==> src/rtl/imem_pkg.sv <==
// Shared types and helpers for the instruction-RAM port arbiter.
// Holds the owner encoding, the fetch NOP value and the byte-address legality check.
package imem_pkg;

    typedef enum logic [1:0] {
        OWN_NONE = 2'd0,
        OWN_CPU  = 2'd1,
        OWN_LD   = 2'd2
    } owner_e;

    localparam logic [31:0] NOP_INSTR = 32'h0;

    // An address is illegal if it is not word aligned or its word index falls past the RAM
    function automatic logic addr_err(input logic [31:0] byte_addr, input logic [31:0] depth);
        return (byte_addr[1:0] != 2'b00) || ({2'b00, byte_addr[31:2]} >= depth);
    endfunction

endpackage

==> src/rtl/imem_port_arbiter_if.sv <==
// Bundle of the fetch, loader and RAM-side signals around the arbiter.
// slave is the arbiter's view; master is the surrounding system (fetch, loader, RAM).
interface imem_port_arbiter_if #(
    parameter int DEPTH = 64,
    parameter int AW    = $clog2(DEPTH)
);
    logic          cpu_req;
    logic [31:0]   cpu_addr;
    logic          cpu_stall;
    logic          cpu_valid;
    logic [31:0]   cpu_instr;
    logic          cpu_err;

    logic          ld_lock;
    logic          ld_req;
    logic          ld_we;
    logic [31:0]   ld_addr;
    logic [31:0]   ld_wdata;
    logic          ld_ack;
    logic [31:0]   ld_rdata;
    logic          ld_err;

    logic          mem_en;
    logic          mem_we;
    logic [AW-1:0] mem_addr;
    logic [31:0]   mem_wdata;
    logic [31:0]   mem_rdata;

    modport slave (
        input  cpu_req, cpu_addr, ld_lock, ld_req, ld_we, ld_addr, ld_wdata, mem_rdata,
        output cpu_stall, cpu_valid, cpu_instr, cpu_err, ld_ack, ld_rdata, ld_err,
               mem_en, mem_we, mem_addr, mem_wdata
    );

    modport master (
        output cpu_req, cpu_addr, ld_lock, ld_req, ld_we, ld_addr, ld_wdata, mem_rdata,
        input  cpu_stall, cpu_valid, cpu_instr, cpu_err, ld_ack, ld_rdata, ld_err,
               mem_en, mem_we, mem_addr, mem_wdata
    );

endinterface

==> src/rtl/imem_addr_check.sv <==
// Maps a byte address onto a RAM word index and flags misaligned or out-of-range accesses.
module imem_addr_check
    import imem_pkg::*;
#(
    parameter int DEPTH = 64,
    parameter int AW    = $clog2(DEPTH)
) (
    input  logic [31:0]   byte_addr,
    output logic [AW-1:0] word_idx,
    output logic          err
);

    assign word_idx = byte_addr[AW+1:2];
    assign err      = addr_err(byte_addr, 32'(DEPTH));

endmodule

==> src/rtl/imem_port_arbiter.sv <==
// Shares a single-port synchronous instruction RAM between CPU fetch and the program loader.
// One access per cycle; the winner gets its response one cycle later, the loser is stalled.
module imem_port_arbiter
    import imem_pkg::*;
#(
    parameter int DEPTH  = 64,
    parameter int LD_RUN = 4
) (
    input  logic                clk,
    input  logic                rst,
    imem_port_arbiter_if.slave  bus
);

    localparam int AW = $clog2(DEPTH);
    localparam int RW = $clog2(LD_RUN + 1);
    localparam logic [RW-1:0] RUN_MAX = RW'(LD_RUN);

    logic [AW-1:0] cpu_idx;
    logic [AW-1:0] ld_idx;
    logic          cpu_aerr;
    logic          ld_aerr;

    logic          cpu_req_g;
    logic          ld_req_g;
    logic          ld_gnt;
    logic          cpu_gnt;

    owner_e        owner_d, owner_q;
    logic          err_d, err_q;
    logic          we_d, we_q;
    logic [RW-1:0] run_cnt_d, run_cnt_q;

    imem_addr_check #(.DEPTH(DEPTH), .AW(AW)) u_cpu_chk (
        .byte_addr (bus.cpu_addr),
        .word_idx  (cpu_idx),
        .err       (cpu_aerr)
    );

    imem_addr_check #(.DEPTH(DEPTH), .AW(AW)) u_ld_chk (
        .byte_addr (bus.ld_addr),
        .word_idx  (ld_idx),
        .err       (ld_aerr)
    );

    // Loader has priority until it has held the RAM LD_RUN times against a waiting fetch
    always_comb begin
        cpu_req_g = bus.cpu_req & ~rst;
        ld_req_g  = bus.ld_req & ~rst;
        ld_gnt    = ld_req_g & ((run_cnt_q < RUN_MAX) | ~cpu_req_g | bus.ld_lock);
        cpu_gnt   = ~ld_gnt & cpu_req_g & ~bus.ld_lock;

        owner_d = OWN_NONE;
        err_d   = 1'b0;
        we_d    = 1'b0;
        if (ld_gnt) begin
            owner_d = OWN_LD;
            err_d   = ld_aerr;
            we_d    = bus.ld_we;
        end else if (cpu_gnt) begin
            owner_d = OWN_CPU;
            err_d   = cpu_aerr;
        end

        run_cnt_d = run_cnt_q;
        if (cpu_gnt || !cpu_req_g) begin
            run_cnt_d = '0;
        end else if (ld_gnt && (run_cnt_q != RUN_MAX)) begin
            run_cnt_d = run_cnt_q + 1'b1;
        end
    end

    assign bus.mem_en    = (owner_d != OWN_NONE) & ~err_d;
    assign bus.mem_we    = ld_gnt & bus.ld_we & ~ld_aerr;
    assign bus.mem_addr  = ld_gnt ? ld_idx : cpu_idx;
    assign bus.mem_wdata = bus.ld_wdata;
    assign bus.cpu_stall = bus.cpu_req & ~cpu_gnt;

    always_ff @(posedge clk or posedge rst) begin
        if (rst) begin
            owner_q   <= OWN_NONE;
            err_q     <= 1'b0;
            we_q      <= 1'b0;
            run_cnt_q <= '0;
        end else begin
            owner_q   <= owner_d;
            err_q     <= err_d;
            we_q      <= we_d;
            run_cnt_q <= run_cnt_d;
        end
    end

    // RAM read data lands in the cycle after the grant, so it is steered straight to the owner
    assign bus.cpu_valid = (owner_q == OWN_CPU);
    assign bus.cpu_err   = bus.cpu_valid & err_q;
    assign bus.cpu_instr = (bus.cpu_valid & ~err_q) ? bus.mem_rdata : NOP_INSTR;
    assign bus.ld_ack    = (owner_q == OWN_LD);
    assign bus.ld_err    = bus.ld_ack & err_q;
    assign bus.ld_rdata  = (bus.ld_ack & ~we_q & ~err_q) ? bus.mem_rdata : NOP_INSTR;

endmodule

==> src/flat_wrapper.sv <==
// flat-port wrapper written by rule: the top's interface ports become plain ports
module imem_port_arbiter_flat import imem_pkg::*;
#(
    parameter int DEPTH  = 64,
    parameter int LD_RUN = 4
)
  (clk, rst, bus_cpu_req, bus_cpu_addr, bus_ld_lock, bus_ld_req, bus_ld_we, bus_ld_addr, bus_ld_wdata, bus_mem_rdata, bus_cpu_stall, bus_cpu_valid, bus_cpu_instr, bus_cpu_err, bus_ld_ack, bus_ld_rdata, bus_ld_err, bus_mem_en, bus_mem_we, bus_mem_addr, bus_mem_wdata);
  imem_port_arbiter_if #(.DEPTH(DEPTH)) bus_i ();
  input  logic clk;
  input  logic rst;
  input wire logic [$bits(bus_i.cpu_req)-1:0] bus_cpu_req;
  input wire logic [$bits(bus_i.cpu_addr)-1:0] bus_cpu_addr;
  input wire logic [$bits(bus_i.ld_lock)-1:0] bus_ld_lock;
  input wire logic [$bits(bus_i.ld_req)-1:0] bus_ld_req;
  input wire logic [$bits(bus_i.ld_we)-1:0] bus_ld_we;
  input wire logic [$bits(bus_i.ld_addr)-1:0] bus_ld_addr;
  input wire logic [$bits(bus_i.ld_wdata)-1:0] bus_ld_wdata;
  input wire logic [$bits(bus_i.mem_rdata)-1:0] bus_mem_rdata;
  output wire logic [$bits(bus_i.cpu_stall)-1:0] bus_cpu_stall;
  output wire logic [$bits(bus_i.cpu_valid)-1:0] bus_cpu_valid;
  output wire logic [$bits(bus_i.cpu_instr)-1:0] bus_cpu_instr;
  output wire logic [$bits(bus_i.cpu_err)-1:0] bus_cpu_err;
  output wire logic [$bits(bus_i.ld_ack)-1:0] bus_ld_ack;
  output wire logic [$bits(bus_i.ld_rdata)-1:0] bus_ld_rdata;
  output wire logic [$bits(bus_i.ld_err)-1:0] bus_ld_err;
  output wire logic [$bits(bus_i.mem_en)-1:0] bus_mem_en;
  output wire logic [$bits(bus_i.mem_we)-1:0] bus_mem_we;
  output wire logic [$bits(bus_i.mem_addr)-1:0] bus_mem_addr;
  output wire logic [$bits(bus_i.mem_wdata)-1:0] bus_mem_wdata;
  assign bus_i.cpu_req = bus_cpu_req;
  assign bus_i.cpu_addr = bus_cpu_addr;
  assign bus_i.ld_lock = bus_ld_lock;
  assign bus_i.ld_req = bus_ld_req;
  assign bus_i.ld_we = bus_ld_we;
  assign bus_i.ld_addr = bus_ld_addr;
  assign bus_i.ld_wdata = bus_ld_wdata;
  assign bus_i.mem_rdata = bus_mem_rdata;
  assign bus_cpu_stall = bus_i.cpu_stall;
  assign bus_cpu_valid = bus_i.cpu_valid;
  assign bus_cpu_instr = bus_i.cpu_instr;
  assign bus_cpu_err = bus_i.cpu_err;
  assign bus_ld_ack = bus_i.ld_ack;
  assign bus_ld_rdata = bus_i.ld_rdata;
  assign bus_ld_err = bus_i.ld_err;
  assign bus_mem_en = bus_i.mem_en;
  assign bus_mem_we = bus_i.mem_we;
  assign bus_mem_addr = bus_i.mem_addr;
  assign bus_mem_wdata = bus_i.mem_wdata;
  imem_port_arbiter #(.DEPTH(DEPTH), .LD_RUN(LD_RUN)) u_core (.clk(clk), .rst(rst), .bus(bus_i));
endmodule
==> config.mk <==
export PLATFORM = sky130hd
export DESIGN_NAME = imem_port_arbiter_flat
export DESIGN_NICKNAME = d
export VERILOG_FILES = /design/src/rtl/imem_pkg.sv /design/src/rtl/imem_port_arbiter_if.sv /design/src/rtl/imem_addr_check.sv /design/src/rtl/imem_port_arbiter.sv /design/src/flat_wrapper.sv
export SDC_FILE = /design/constraint.sdc
export NUM_CORES = 1
export LEC_CHECK = 0
export CAP_MARGIN = 20
export CORE_AREA = 2 2 95 97
export CTS_CLUSTER_DIAMETER = 40
export DETAILED_ROUTE_END_ITERATION = 8
export DIE_AREA = 0 0 97 99
export GPL_ROUTABILITY_DRIVEN = 0
export HOLD_SLACK_MARGIN = 0.02
export SETUP_SLACK_MARGIN = 0.1
export SLEW_MARGIN = 10
export SYNTH_ARGS = -nofsm -noshare
export SYNTH_HDL_FRONTEND = slang
export SYNTH_SLANG_ARGS = --single-unit
==> constraint.sdc <==
create_clock -name clk -period 3.4 [get_ports clk]
set_input_delay 0.68 -clock clk [delete_from_list [all_inputs] [get_ports clk]]
set_output_delay 0.68 -clock clk [all_outputs]
set_load 0.05 [all_outputs]
==> flow_metrics.tcl <==
set metrics [dict create \
    p_sw_share_pct 35.7 \
    tightest_slew_ns 0.527 \
    pwr-share-clk_pct 20.4 \
    cts_tree "built" \
    overflow 0 \
    insertion_delay_ns 0.23 \
    cts_max_level 1 \
    numCtsBuffers 3 \
    stdcell_count 425 \
    slew_headroom_pct 64.8 \
    fmax_mhz 321 \
    synth-seq-area-share_pct 13.6 \
    pin_count 243 \
    critPathLaunchType "primary input" \
    drt-initial-drc-count 12 \
    placeableCoreArea_um2 8550 \
    hpwl_mm 5.13 \
    crit_path_max_fanout 15 \
    cts_hold_buf 0 \
    synthesis.nets 307 \
    cts_resized 0 \
    skew_ns 0.00124 \
    worstPathArrival_ns 2.43 \
    avgSynthCellArea_um2 7.51 \
    setup_violations 0 \
    clk_pin_slew_ns 0.04 \
    seqPwrFrac_pct 15.6 \
    p_leak_nw 1.29 \
    slew_viol_final 0 \
    hold_viol 0 \
    mostFrequentLayoutCells "clkdlybuf4s50_1, and2_1, buf_12" \
    drive_gt1_share_pct 17.4 \
    slowest_stage "clkdlybuf4s50_1" \
    cp_slowest_stage_delay_ns 0.49 \
    critPathBufInv 2 \
    dr_total_vias 1755 \
    grt_pass1_wl_mm 8.62 \
    antenna_left 0 \
    critical_path_class "primary input to output port" \
    start_util_pct 15.0 \
    crit_required_ns 2.72 \
    cts-root-buf "clkbuf_8" \
    combinationalPowerShare_pct 64.0 \
    dp_cells 421 \
    die_area_um2 9600 \
    synth-seq-cells 7 \
    grt_setup_unrepaired "no" \
    syn-cell-area_um2 1280 \
    p_total_mw 0.572 \
    antenna_found_initial 0 \
    period_needed_ns 3.11 \
    vdd_drop_max_mv 0.0689 \
    cts_setup_buffers 0 \
    powerDensity_nw_per_um2 172 \
    ys_warn_count 0 \
    die_h_um 99 \
    fin_setup_tns_ns 0 \
    hold_path_class "flip-flop to flip-flop" \
    grt_pass1_vias 1770 \
    num_rows 34 \
    die_x_um 97 \
    fin_nets 454 \
    grt_max_degree 33 \
    wl_per_cell_um 13.3 \
    drtPass1Iterations 3 \
    grtUsageTotal_pct 11.1 \
    critical-path-top-delay-family "buffers and inverters" \
    timing.final.crit_share_pct 91.5 \
    n_antenna_cell 0 \
    crit_chain "clkdlybuf4s50_1 > nor2b_2 > a21boi_4 > and2_1 > nor3b_2 > buf_12" \
    portBuffers 178 \
    wl_mm 5.65 \
    run_status "finished, final reports clean" \
    maxCapViolCount 0 \
    syn_to_final_growth_pct 159 \
    syn_inst 171 \
    clock-sinks 7 \
    drc_errors 0 \
    final_common_cell "clkdlybuf4s50_1" \
    viasPerCell 4.13 \
    cts_buffer_depth 2 \
    switchingPower_mw 0.204 \
    p_int_mw 0.368 \
    synth_cell_types 30 \
    cp-end-kind "output port" \
]
==> state kept, by name (all words and copies together), names as in the netlist <==
name and cells:
u_core.we_q 1, u_core.run_cnt_q 3, u_core.owner_q 2, u_core.err_q 1
==> cell usage after synthesis, drive strengths merged <==
cell	number	share of area [%]
nand2b	1	0.49
a21oi	2	0.78
ha	2	1.9
o41ai	1	0.68
nor3	1	0.39
a311oi	1	0.68
dfrtp	7	14
nor3b	2	1.9
nor2	7	2.0
inv	4	1.2
nor4	12	5.8
and2b	3	1.9
nand3	3	1.2
buf	33	20
nand2	2	0.58
nand4	2	0.97
o311a	1	0.78
xnor2	1	0.68
o21ai	1	0.39
and2	67	33
o211ai	2	1.2
clkbuf	6	1.9
nor2b	3	1.9
mux2	6	5.3
a21boi	1	1.5
==> worst register-to-register path: stages, from the launching register on <==
cell      delay [ns]
dfrtp_1         0.43
a21boi_4        0.43
o211ai_1        0.20
a311oi_1        0.26
==> power groups by stage <==
stage,logic (mW),registers [mW],clock network [mW]
2_1_floorplan,0.249,0.0888,0
3_3_place_gp,0.367,0.0902,0
3_5_place_dp,0.370,0.0902,0
4_1_cts,0.371,0.0891,0.120
5_1_grt,0.383,0.0892,0.125
6_report,0.366,0.0889,0.117
==> cell families (layout without fill, tap and decap cells) <==
group	Yosys count	in the layout	synth area share (%)
and+or+nand+nor	103	103	49.9
buffers and inverters	43	189	22.7
AOI/OAI and AO/OA	9	9	5.94
DFF	7	7	13.6
muxes	6	6	5.26
adders and majority gates	2	2	1.95
xor gates and xnor gates	1	1	0.682
==> cell type report <==
class / count / area (µm²)
multi-input combinational: 121 / 818
inverter: 4 / 15.0
timing repair buffer: 181 / 2140
clock buffer: 4 / 45.0
tap: 108 / 135
fill: 853 / 5220
sequential: 7 / 175
==> per-stage QoR <==
step | instance area [µm²] | hold WS, ns | utilization (%) | setup slack, ns
2_1_floorplan | 1280 | 0.492 | - | 0.839
3_3_place_gp | 3280 | 0.535 | 38.4 | 0.312
3_5_place_dp | 3280 | 0.543 | 38.4 | 0.226
4_1_cts | 3330 | 0.548 | 38.9 | 0.235
5_1_grt | 3330 | 0.582 | 38.9 | 0.148
6_report | 3330 | 0.546 | 38.9 | 0.288
==> routing by layer <==
layer  part of all wire, %  GRT usage (%)
met5                     0              0
met4                   1.5           3.68
met3                    14           4.47
met2                    49           20.9
met1                    36           11.2
==> path summary, 6_finish.rpt <==
kind / end / slack, ns / cells after the start / startpoint
setup / recovery: bus_mem_we / 0.29 / 6 / rst
min in group asynchronous: u_core.run_cnt_q[0] / 0.84 / 2 / rst
hold / removal: u_core.run_cnt_q[1] / 0.55 / 2 / u_core.run_cnt_q[1]
hold reg to reg: u_core.run_cnt_q[1] / 0.55 / 2 / u_core.run_cnt_q[1]
max in group asynchronous: u_core.run_cnt_q[1] / 2.32 / 2 / rst
setup reg to reg: u_core.run_cnt_q[2] / 1.98 / 3 / u_core.run_cnt_q[2]
(Power assumes the default switching activity.)
